<file path="src/rtl/jk_bank_sequencer_pkg.sv">
// Shared definitions for the JK bank sequencer: opcode values and FSM state encoding.
package jk_seq_pkg;

   localparam logic [2:0] OP_NOP    = 3'b000;
   localparam logic [2:0] OP_LOAD   = 3'b001;
   localparam logic [2:0] OP_CLEAR  = 3'b010;
   localparam logic [2:0] OP_SET    = 3'b011;
   localparam logic [2:0] OP_TOGGLE = 3'b100;
   localparam logic [2:0] OP_COUNT  = 3'b101;

   typedef enum logic [1:0] {
      ST_IDLE  = 2'd0,
      ST_EXEC  = 2'd1,
      ST_COUNT = 2'd2,
      ST_DONE  = 2'd3
   } state_e;

endpackage

</file>
<file path="src/rtl/jk_bank_sequencer_cell.sv">
// One JK flip-flop cell of the bank; CLR overrides J/K and clears the cell.
module jk_cell (
   input  logic CK,
   input  logic CLR,
   input  logic J,
   input  logic K,
   output logic Q
);

   logic q_q;

   // NOTE: reset is synchronous here, so it lives inside the clocked branch, not the sensitivity list.
   always_ff @(posedge CK) begin
      if (CLR) begin
         q_q <= 1'b0;
      end else begin
         case ({J, K})
            2'b01:   q_q <= 1'b0;
            2'b10:   q_q <= 1'b1;
            2'b11:   q_q <= ~q_q;
            default: q_q <= q_q;
         endcase
      end
   end

   assign Q = q_q;

endmodule

</file>
<file path="src/rtl/jk_bank_sequencer.sv">
// Round-robin sequencer for two requesters sharing a WIDTH-cell JK bank; drives J/K per cycle.
module jk_bank_sequencer
   import jk_seq_pkg::*;
#(
   parameter int WIDTH = 4
) (
   input  logic             CK,
   input  logic             CLR,
   input  logic [1:0]       req,
   input  logic [2:0]       op0,
   input  logic [WIDTH-1:0] d0,
   input  logic [2:0]       op1,
   input  logic [WIDTH-1:0] d1,
   output logic [1:0]       gnt,
   output logic [1:0]       done,
   output logic             busy,
   output logic [WIDTH-1:0] Q
);

   state_e           state_q, state_d;
   logic [2:0]       op_q, op_d;
   logic [WIDTH-1:0] d_q, d_d;
   logic [WIDTH-1:0] rem_q, rem_d;
   logic             owner_q, owner_d;
   logic             ptr_q, ptr_d;

   logic             win;
   logic [WIDTH-1:0] j_vec, k_vec;

   // Bit i toggles on an increment when every lower bit is already 1.
   function automatic logic [WIDTH-1:0] carry_mask(input logic [WIDTH-1:0] q);
      logic c;
      c = 1'b1;
      for (int i = 0; i < WIDTH; i++) begin
         carry_mask[i] = c;
         c             = c & q[i];
      end
   endfunction

   always_comb begin
      if (req == 2'b11) win = ptr_q;
      else              win = req[1];
   end

   // gnt is the ready half of a valid/ready handshake: op/d are taken at the end of this cycle.
   assign gnt  = (state_q == ST_IDLE && req != 2'b00) ? (win ? 2'b10 : 2'b01) : 2'b00;
   assign done = (state_q == ST_DONE) ? (owner_q ? 2'b10 : 2'b01) : 2'b00;
   assign busy = (state_q != ST_IDLE);

   // NOTE: every combinational output gets a default first, so no path can infer a latch.
   always_comb begin
      j_vec = '0;
      k_vec = '0;
      if (state_q == ST_EXEC) begin
         case (op_q)
            OP_LOAD:   begin j_vec = d_q;  k_vec = ~d_q; end
            OP_CLEAR:  begin j_vec = '0;   k_vec = '1;   end
            OP_SET:    begin j_vec = '1;   k_vec = '0;   end
            OP_TOGGLE: begin j_vec = d_q;  k_vec = d_q;  end
            OP_COUNT:  if (d_q != '0) begin
               j_vec = carry_mask(Q);
               k_vec = carry_mask(Q);
            end
            default:   ;
         endcase
      end else if (state_q == ST_COUNT) begin
         j_vec = carry_mask(Q);
         k_vec = carry_mask(Q);
      end
   end

   always_comb begin
      state_d = state_q;
      op_d    = op_q;
      d_d     = d_q;
      rem_d   = rem_q;
      owner_d = owner_q;
      ptr_d   = ptr_q;
      case (state_q)
         ST_IDLE: if (req != 2'b00) begin
            owner_d = win;
            op_d    = win ? op1 : op0;
            d_d     = win ? d1 : d0;
            ptr_d   = ~win;
            state_d = ST_EXEC;
         end
         ST_EXEC: begin
            if (op_q == OP_COUNT && d_q > WIDTH'(1)) begin
               rem_d   = d_q - WIDTH'(1);
               state_d = ST_COUNT;
            end else begin
               state_d = ST_DONE;
            end
         end
         ST_COUNT: begin
            rem_d = rem_q - WIDTH'(1);
            if (rem_q == WIDTH'(1)) state_d = ST_DONE;
         end
         default: state_d = ST_IDLE;
      endcase
   end

   // NOTE: sequential state uses non-blocking assignments so all registers update together.
   always_ff @(posedge CK) begin
      if (CLR) begin
         state_q <= ST_IDLE;
         op_q    <= OP_NOP;
         d_q     <= '0;
         rem_q   <= '0;
         owner_q <= 1'b0;
         ptr_q   <= 1'b0;
      end else begin
         state_q <= state_d;
         op_q    <= op_d;
         d_q     <= d_d;
         rem_q   <= rem_d;
         owner_q <= owner_d;
         ptr_q   <= ptr_d;
      end
   end

   for (genvar g = 0; g < WIDTH; g++) begin : g_cell
      jk_cell u_cell (
         .CK  (CK),
         .CLR (CLR),
         .J   (j_vec[g]),
         .K   (k_vec[g]),
         .Q   (Q[g])
      );
   end

endmodule

</file>
<file path="config.mk">
export PLATFORM = sky130hd
export DESIGN_NAME = jk_bank_sequencer
export DESIGN_NICKNAME = d
export VERILOG_FILES = /design/src/rtl/jk_bank_sequencer_pkg.sv /design/src/rtl/jk_bank_sequencer_cell.sv /design/src/rtl/jk_bank_sequencer.sv
export SDC_FILE = /design/constraint.sdc
export NUM_CORES = 1
export LEC_CHECK = 0
export BUFFER_PORTS_ARGS = -buffer_cell sky130_fd_sc_hd__buf_2
export CAP_MARGIN = 20
export CORE_MARGIN = 5
export CORE_UTILIZATION = 40
export CTS_CLUSTER_SIZE = 14
export DETAILED_ROUTE_END_ITERATION = 10
export SLEW_MARGIN = 10
export SYNTH_ARGS = -nofsm -noshare
export SYNTH_HDL_FRONTEND = slang
export SYNTH_HIERARCHICAL = 1
export SYNTH_SLANG_ARGS = --single-unit
</file>
<file path="constraint.sdc">
create_clock -name CK -period 2 [get_ports CK]
set_clock_uncertainty 0.15 [all_clocks]
set_input_delay 0.4 -clock CK [delete_from_list [all_inputs] [get_ports CK]]
set_output_delay 0.4 -clock CK [all_outputs]
set_load 0.02 [all_outputs]
</file>
Word-level counts from Yosys, hierarchy flattened
Cells that the tools add are included.
{"block": "op_classes", "mux": 23, "bitwise_logic": 8, "n_lt_le_gt_ge": 1, "reduce_logical": 15, "add_sub_neg": 2, "n_eq_ne": 25}
{"cell": "4-bit 2-to-1 mux", "n": 6}
{"cell": "2-bit equality test, second input constant", "n": 11}
{"cell": "4-bit case mux with 4 select lines", "n": 1}
{"cell": "2-bit 2-to-1 mux", "n": 6}
{"cell": "1-bit case mux with 3 select lines", "n": 4}
{"cell": "4-bit case mux with 3 select lines", "n": 1}
{"cell": "3-bit nonzero test", "n": 4}
{"cell": "2-bit by 1-bit equality test with 1-bit output, second input constant", "n": 5}
{"cell": "4-bit case mux with 2 select lines", "n": 1}
{"cell": "4-bit by 1-bit subtractor with 4-bit output, second input constant", "n": 2}
{"cell": "3-bit by 2-bit equality test with 1-bit output, second input constant", "n": 2}
{"cell": "3-bit equality test, second input constant", "n": 2}
{"cell": "2-bit by 1-bit inequality test with 1-bit output, second input constant", "n": 3}
{"cell": "2-bit case mux with 3 select lines", "n": 1}
{"cell": "2-bit AND reduction", "n": 3}
{"cell": "2-bit nonzero test", "n": 3}
{"cell": "1-bit inverter", "n": 5}
{"cell": "4-bit by 1-bit equality test with 1-bit output, second input constant", "n": 1}
{"cell": "4-bit by 1-bit > comparator with 1-bit output, second input constant", "n": 1}
{"cell": "4-bit inverter", "n": 1}
{"cell": "4-bit nonzero test", "n": 1}
{"cell": "3-bit by 1-bit equality test with 1-bit output, second input constant", "n": 1}
{"cell": "3-bit 2-to-1 mux", "n": 1}
{"cell": "1-bit bitwise AND", "n": 2}
{"cell": "other kinds (4)", "n": 6}
{"block": "word_totals", "wordCells": 84, "ff_bits": 19, "in_bits": 18, "output_inout_bits": 9}

Longest topological paths before layout
Gate-level depths: netlist (run 1).
{"block": "depth", "depth_word": 7, "mapped_depth": 9, "ltp_nobuf": 8}

Hierarchy
The synthesis (run 1) kept the hierarchy.
{"module": "jk_bank_sequencer", "instances": 1, "seq_area_each_um2": 300.3, "area_each_um2": 1201.2, "cells_per_inst": 149}
{"module": "jk_cell", "instances": 4, "seq_area_each_um2": 20.0, "area_each_um2": 48.8, "cells_per_inst": 4}

Worst setup path before layout (run 1)
Ideal clock, no wire load.
{"block": "synth_timing", "kind": "reg-to-reg", "startpoint": "reg d_q[0]", "endpoint": "reg g_cell[0].u_cell.q_q", "path_buffers": 0, "setup_ps": 66, "setup_slack_ps": 192, "synth_period_minus_slack_ps": 1808, "t_arrival_ps": 1592, "required_time_ps": 1784, "stages_incl_launch_ff": 9, "path_cell_list": "dfxtp_1 inv_1 ha_1 nor3b_4 a211oi_1 nand2_1 a31oi_1 nand2b_4 a21oi_2"}
{"block": "synth_between", "elab_chain_len": 6, "word_cells_on_any_way": 12, "classes_between": "eq/ne: 3; mux: 6; bitwise: 1; reduce/logical: 2"}
{"element": "start: declaration", "line": "jk_bank_sequencer.sv:22", "rtl": "logic [WIDTH-1:0] d_q, d_d;"}
{"element": "start signal: assignment", "line": "jk_bank_sequencer.sv:108", "rtl": "d_q <= '0;"}
{"element": "start signal: assignment", "line": "jk_bank_sequencer.sv:115", "rtl": "d_q <= d_d;"}
{"element": "4-bit nonzero test", "line": "jk_bank_sequencer.sv:60", "rtl": "OP_COUNT: if (d_q != '0) begin"}
{"element": "4-bit 2-to-1 mux", "line": "jk_bank_sequencer.sv:60"}
{"element": "4-bit case mux with 3 select lines *", "line": "jk_bank_sequencer.sv:55", "rtl": "case (op_q)"}
{"element": "4-bit 2-to-1 mux *", "line": "jk_bank_sequencer.sv:54", "rtl": "if (state_q == ST_EXEC) begin"}
{"element": "net j_vec[0]", "line": "jk_bank_sequencer.sv:28", "rtl": "logic [WIDTH-1:0] j_vec, k_vec;"}
{"element": "2-bit equality test or 2-bit by 1-bit equality test with 1-bit output (tied branches)", "line": "jk_bank_sequencer_cell.sv:17", "rtl": "case ({J, K})"}
{"element": "1-bit case mux with 3 select lines or 3-bit nonzero test (tied branches)"}
{"element": "end signal: assignment", "line": "jk_bank_sequencer_cell.sv:20", "rtl": "2'b11: q_q <= ~q_q;"}
{"element": "end signal: assignment", "line": "jk_bank_sequencer_cell.sv:21", "rtl": "default: q_q <= q_q;"}
{"element": "end: declaration", "line": "jk_bank_sequencer_cell.sv:10", "rtl": "logic q_q;"}
The timed path passes the listed nets; every way through them passes the cells marked *.
A chain may end at the register's enable or synchronous reset.

Worst setup path in the final report (run 1)
{"block": "layout_timing", "startpoint": "reg state_q[0]", "endpoint": "out gnt[0]"}
{"block": "layout_between", "elab_chain_len": 3}
{"element": "start: declaration", "line": "jk_bank_sequencer.sv:20", "rtl": "state_e state_q, state_d;"}
{"element": "start signal: assignment", "line": "jk_bank_sequencer.sv:113", "rtl": "state_q <= state_d;"}
{"element": "2-bit logical NOT", "line": "jk_bank_sequencer.sv:46", "rtl": "assign gnt = (state_q == ST_IDLE && req != 2'b00) ? (win ? 2'b10 : 2'b01) : 2'b00;"}
{"element": "1-bit logical AND", "line": "jk_bank_sequencer.sv:46"}
{"element": "2-bit 2-to-1 mux", "line": "jk_bank_sequencer.sv:46"}
{"element": "end: declaration", "line": "jk_bank_sequencer.sv:14", "rtl": "output logic [1:0] gnt,"}
No other way between the ends.

==> flow_summary.yaml, run 1 <==
status:
  outcome: "complete, no violations"
final_layout:
  syn_to_final_growth_pct: 19.5
  stdcell_area_mm2: 0.00167
  instances_no_fill: 243
  nFillCells: 344
  num-nets-final: 226
  antenna_cells: 0
  drive_gt1_frac: 0.315
placed_design:
  dp.cells: 237
  place.gp.congestion: 0.859
  port_buffers: 26
  dpl.hpwl_mm: 2.54
  dpl_cell_area_mm2: 0.00160
pwr:
  leakage_nw: 0.713
  p_seq_frac: 0.316
  power_density_mw_per_mm2: 1130
  pwr-share-clk: 0.107
  p_sw_frac: 0.440
  p_int_mw: 1.06
  combPwrFrac: 0.577
  max-vdd-ir-drop_uv: 521
  total_power_mw: 1.89
  switching_power_mw: 0.831
critical_path:
  cp_top_family: "flip-flops"
  end_kind: "primary output"
  required_ps: 1450
  crit_chain: "inv_2 -> ha_4 -> nand2_1 -> a21oi_4 -> buf_4"
  r2r-start: "state_q[0]"
  worstSetupPathType: "flop to primary output"
  crit_buf_inv: 2
  cp-start-kind: "flop"
  crit_path_start: "state_q[0]"
  path_max_fanout: 5
  critPathMaxStageDelay_ps: 380
  arrival_ps: 1330
  slowest_stage: "dfxtp_1"
floorplanning:
  placementRows: 21
  die-area_mm2: 0.00477
  die_w_um: 69.1
  initial_core_util: 0.415
  core_area_mm2: 0.00336
  io_pins: 27
  die_h_um: 69.1
routing:
  vias: 1291
  drt_iter0_markers: 67
  wl_per_cell_um: 13.7
  drc_errors: 0
  avgViaCountPerCell: 5.31
  routed_wl_mm: 3.34
  antenna_left: 0
  first_pass_iters: 4
sta:
  hold_viol: 0
  maxSlewViolCount: 0
  worst_slew_pin_slew_ps: 573
  hold_ws_ps: 216
  setup_tns_ps: 0
  relSlewSlack: 0.615
  rsz0062_at_grt: "false"
  setup_viol_count_final: 0
  max_freq_ghz: 0.532
  post-route-period-util: 0.941
  layout_min_cycle_time_ps: 1880
synth:
  synth_seq_cells: 19
  synthFlopType: "dfxtp_1"
  yosysMostFrequentCell: "dfxtp_1"
  ys_top_cells_by_area: "dfxtp_1, ha_1, a222oi_1, nor2_1, nand2b_4"
  yosysWarnings: 6
  synthArstFlopShare: 0
  synth.avg_cell_area_um2: 8.46
  yosys.area.top_type: "dfxtp_1"
  synth-edff-count: 0
  netlist_instances: 165
  ys_top_cells_by_count: "dfxtp_1, nor2_1, nand2_1"
  synth_top_area_share: 0.272
  synthesis.area_mm2: 0.00140
  synth_cell_type_count: 47
  ys_seq_area_frac: 0.272
  synth_nets: 193
global_routing:
  grt_first_pass_wirelength_mm: 5.95
  antenna_found_initial: 0
  gr-total-overflow: 0
  grt_use_total: 0.148
  grt_pass1_vias: 1347
  grt_max_degree: 20
clock_tree:
  cts_max_path_buffers: 2
  root_buffer: "clkbuf_4"
  clock_latency_ps: 290
  htree_levels: 1
  path_clk_slew_ps: 120
  holdBufCountCts: 0
  cts_tree: "yes"
  clock-sinks: 19
  numCtsBuffers: 3
flow_run:
  cap_viol_max_count: 0
worst_hold_path:
  hold_start: "op1[1]"
  hp-class: "primary input to flop"
==> tightest hold or removal path: stages <==
cell and delay, ps:
buf_2 80, a222oi_1 70, nor2_1 90
==> flip-flops by register name (all words and copies together), names as in the netlist <==
signal and cells:
owner_q 1, rem_q 4, d_q 4, ptr_q 1, g_cell.u_cell/Q 4, op_q 3, state_q 2
==> final cells by class <==
class	count	area, µm²	area share
multi-input combinational	127	955	0.572
clock buffer	4	26.3	0.0157
tap	46	57.6	0.0345
inverter	11	41.3	0.0247
timing repair buffer	36	208	0.124
sequential	19	382	0.229
==> kinds of logic after synthesis <==
kind of cell	Yosys count	synth area share
DFF	19	0.272
adders and majority gates	10	0.0896
AOI/OAI and AO/OA	54	0.293
and+or+nand+nor	59	0.254
buffers and inverters	19	0.0636
xor gates and xnor gates	2	0.0125
muxes	2	0.0143
==> cells in the final DEF, fill, tap and decap left out, types with 2 or more instances in the layout <==
cell	instances
o22ai_1	2
a21o_1	4
dfxtp_1	18
a21oi_4	2
a22o_1	2
a211oi_1	2
inv_1	9
o21ai_0	7
nand3_1	2
nand2_1	14
ha_1	9
nand2b_1	6
a31oi_1	3
nor2b_1	2
and2_1	2
o32ai_2	2
clkbuf_4	3
a22oi_1	2
inv_2	2
nor2_1	17
a21oi_1	6
a21oi_2	4
buf_2	25
o21ai_1	4
mux2i_1	2
buf_4	11
o21a_1	3
a222oi_1	7
nand2b_4	4
==> routing by layer <==
metal | up-vias | wire length, µm | GRT usage
li1 | 652 | - | -
met1 | 609 | 1590 | 0.187
met2 | 28 | 1620 | 0.256
met3 | 2 | 106 | 0.0174
met4 | 0 | 23 | 0.0542
met5 | - | 0 | 0
==> power by group through the flow <==
stage	Sequential, mW	Combinational [mW]	Clock (mW)
finish	0.597	1.09	0.202
global route	0.615	1.23	0.219
CTS	0.592	1.08	0.210
detailed placement	0.600	1.03	0
global placement	0.595	1.01	0
floorplan	0.570	0.794	0
==> metrics by stage <==
step,worst slack [ps],util
floorplan,192,-
global placement,209,0.475
detailed placement,121,0.475
CTS,34.4,0.493
global route,12.5,0.496
finish,119,0.496
==> timing repair <==
| action | 4_1_cts | 5_1_grt |
|---|---|---|
| endpoints found under the setup margin | 2 | 2 |
| hold endpoints to repair | 0 | 0 |
| setup buffers | 2 | 0 |
| gates resized for setup | 4 | 3 |
| cloned | 0 | 0 |
==> worst paths after layout <==
path,end,slack (ps),depth (start not counted)
worst max-delay path,gnt[0],120,5
worst min-delay path,op_q[1],220,3
worst max register to register,g_cell[3].u_cell/Q,170,8
worst min register to register,g_cell[3].u_cell/Q,350,2
(Power assumes the default switching activity.)
==> inputs of run 2 (changes only) <==
--- a/config.mk
+++ b/config.mk
@@ -7,6 +7,7 @@
 export LEC_CHECK = 0
 export BUFFER_PORTS_ARGS = -buffer_cell sky130_fd_sc_hd__buf_2
 export CAP_MARGIN = 20
+export CORE_ASPECT_RATIO = 0.75
 export CORE_MARGIN = 5
 export CORE_UTILIZATION = 40
 export CTS_CLUSTER_SIZE = 14
==> run 2 against run 1 <==
  * Clock power is 34% higher
  * Non-clock buffer count did not move
  * Critical path depth unchanged
  * Die area is 0.25% higher
  * Register-to-register slack worse by 20 ps
==> flow_summary.yaml, run 2 (synthesis gave the netlist of run 1 again) <==
floorplanning:
  placementRows: 18
  die_w_um: 78.2
  die-area_mm2: 0.00478
  io_pins: 27
  core_area_mm2: 0.00333
  initial_core_util: 0.419
  die_h_um: 61.2
status:
  outcome: "complete, no violations"
routing:
  avgViaCountPerCell: 5.62
  drc_errors: 0
  wl_per_cell_um: 14.5
  drt_iter0_markers: 105
  routed_wl_mm: 3.45
  first_pass_iters: 4
  vias: 1332
  antenna_left: 0
pwr:
  p_sw_frac: 0.433
  pwr-share-clk: 0.139
  p_int_mw: 1.10
  combPwrFrac: 0.553
  switching_power_mw: 0.843
  leakage_nw: 0.721
  p_seq_frac: 0.307
  power_density_mw_per_mm2: 1170
  max-vdd-ir-drop_uv: 512
critical_path:
  required_ps: 1450
  arrival_ps: 1350
  cp_top_family: "flip-flops"
  path_max_fanout: 5
  r2r-end: "g_cell[3].u_cell/Q"
  worstSetupPathType: "flop to primary output"
  crit_cells: 5
  slowest_stage: "dfxtp_1"
  rrSetupSlack_ps: 150
  crit_chain: "inv_1 -> ha_2 -> nand2_1 -> a21oi_4 -> buf_2"
  end_kind: "primary output"
  cp-start-kind: "flop"
  rr_worst_depth: 8
  r2r-start: "state_q[1]"
  crit_buf_inv: 2
  critPathMaxStageDelay_ps: 360
final_layout:
  antenna_cells: 0
  drive_gt1_frac: 0.310
  final_cell_mix: "buf_2, dfxtp_1, nor2_1"
  layout_commonest_cell: "buf_2"
  num-nets-final: 226
  syn_to_final_growth_pct: 19.4
  nFillCells: 308
  instances_no_fill: 237
worst_hold_path:
  min_path_cells: 3
  hold_start: "op1[0]"
  holdPathEnd: "op_q[0]"
  hp-class: "primary input to flop"
sta:
  relSlewSlack: 0.612
  max_freq_ghz: 0.526
  setup_viol_count_final: 0
  rsz0062_at_grt: "false"
  layout_min_cycle_time_ps: 1900
  hold_ws_ps: 257
  hold_viol: 0
  worst_slew_pin_slew_ps: 578
  setup_tns_ps: 0
  post-route-period-util: 0.951
  maxSlewViolCount: 0
global_routing:
  grt_max_degree: 20
  antenna_found_initial: 0
  grt_use_met2: 0.263
  grt_use_met1: 0.209
  grt_util_met3: 0.0307
  grt_first_pass_wirelength_mm: 5.85
  grt_use_total: 0.155
  busiest_layer: "met2"
  grt_pass1_vias: 1287
  gr-total-overflow: 0
placed_design:
  dp.cells: 231
  dpl.hpwl_mm: 2.65
  place.gp.congestion: 0.839
  port_buffers: 26
clock_tree:
  numCtsBuffers: 3
  path_clk_slew_ps: 80
  clock-sinks: 19
  clock_latency_ps: 260
  htree_levels: 1
  cts_max_path_buffers: 2
  root_buffer: "clkbuf_8"
  cts_tree: "yes"
flow_run:
  cap_viol_max_count: 0
## run 2: how the worst max path moves through the flow
stage                               endpoint        from  slack, ps
after detailed placement              gnt[1]  state_q[0]        150
final                                 gnt[0]  state_q[0]        100
after floorplan           g_cell[0].u_cell/Q      d_q[0]        190
after CTS                             gnt[0]  state_q[0]         50
after global placement                gnt[0]  state_q[0]        210
after global routing      g_cell[0].u_cell/Q      d_q[1]         20
## run 2: tightest hold or removal path, cell delays in order
cell and delay [ps]:
buf_2 70, a222oi_1 70, nor2_1 80
## run 2: power by group through the flow
stage	Clock, mW	Sequential (mW)	Combinational (mW)
CTS	0.281	0.596	1.07
global route	0.298	0.614	1.19
floorplan	0	0.570	0.794
global placement	0	0.596	1.01
finish	0.271	0.598	1.08
detailed placement	0	0.603	1.03
## run 2: cell type report
cell class,count,area [µm²],share of cell area
Multi-Input combinational cell,127,945,0.566
Sequential cell,19,380,0.228
Timing Repair Buffer,36,205,0.123
Tap cell,40,50.0,0.0300
Clock buffer,3,41.3,0.0248
Inverter,11,41.3,0.0248
Clock inverter,1,5.00,0.00300
## run 2: through the flow
step                total power [mW]  utilization  cell area, µm²  setup slack (ps)
CTS                             1.95        0.500            1670              51.7
detailed placement              1.64        0.477            1590               146
global placement                1.61        0.477            1590               211
floorplan                       1.36            -            1400               192
global route                    2.11        0.500            1670              16.4
finish                          1.94        0.500            1670              97.3
## run 2: repair_timing
| item | CTS | global route |
|---|---|---|
| resized for setup | 2 | 1 |
| setup endpoints to repair | 2 | 2 |
| cloned | 0 | 0 |
| hold buffers | 0 | 0 |
| setup buffers | 2 | 0 |
| pin swaps | 0 | 0 |
## run 2: metal layers
metal	part of all wire	vias to the layer above	wire length, µm
met2	0.45	44	1540
met3	0.057	4	195
met1	0.49	625	1680
li1	-	659	-
met5	0	-	0
met4	0.0084	0	29
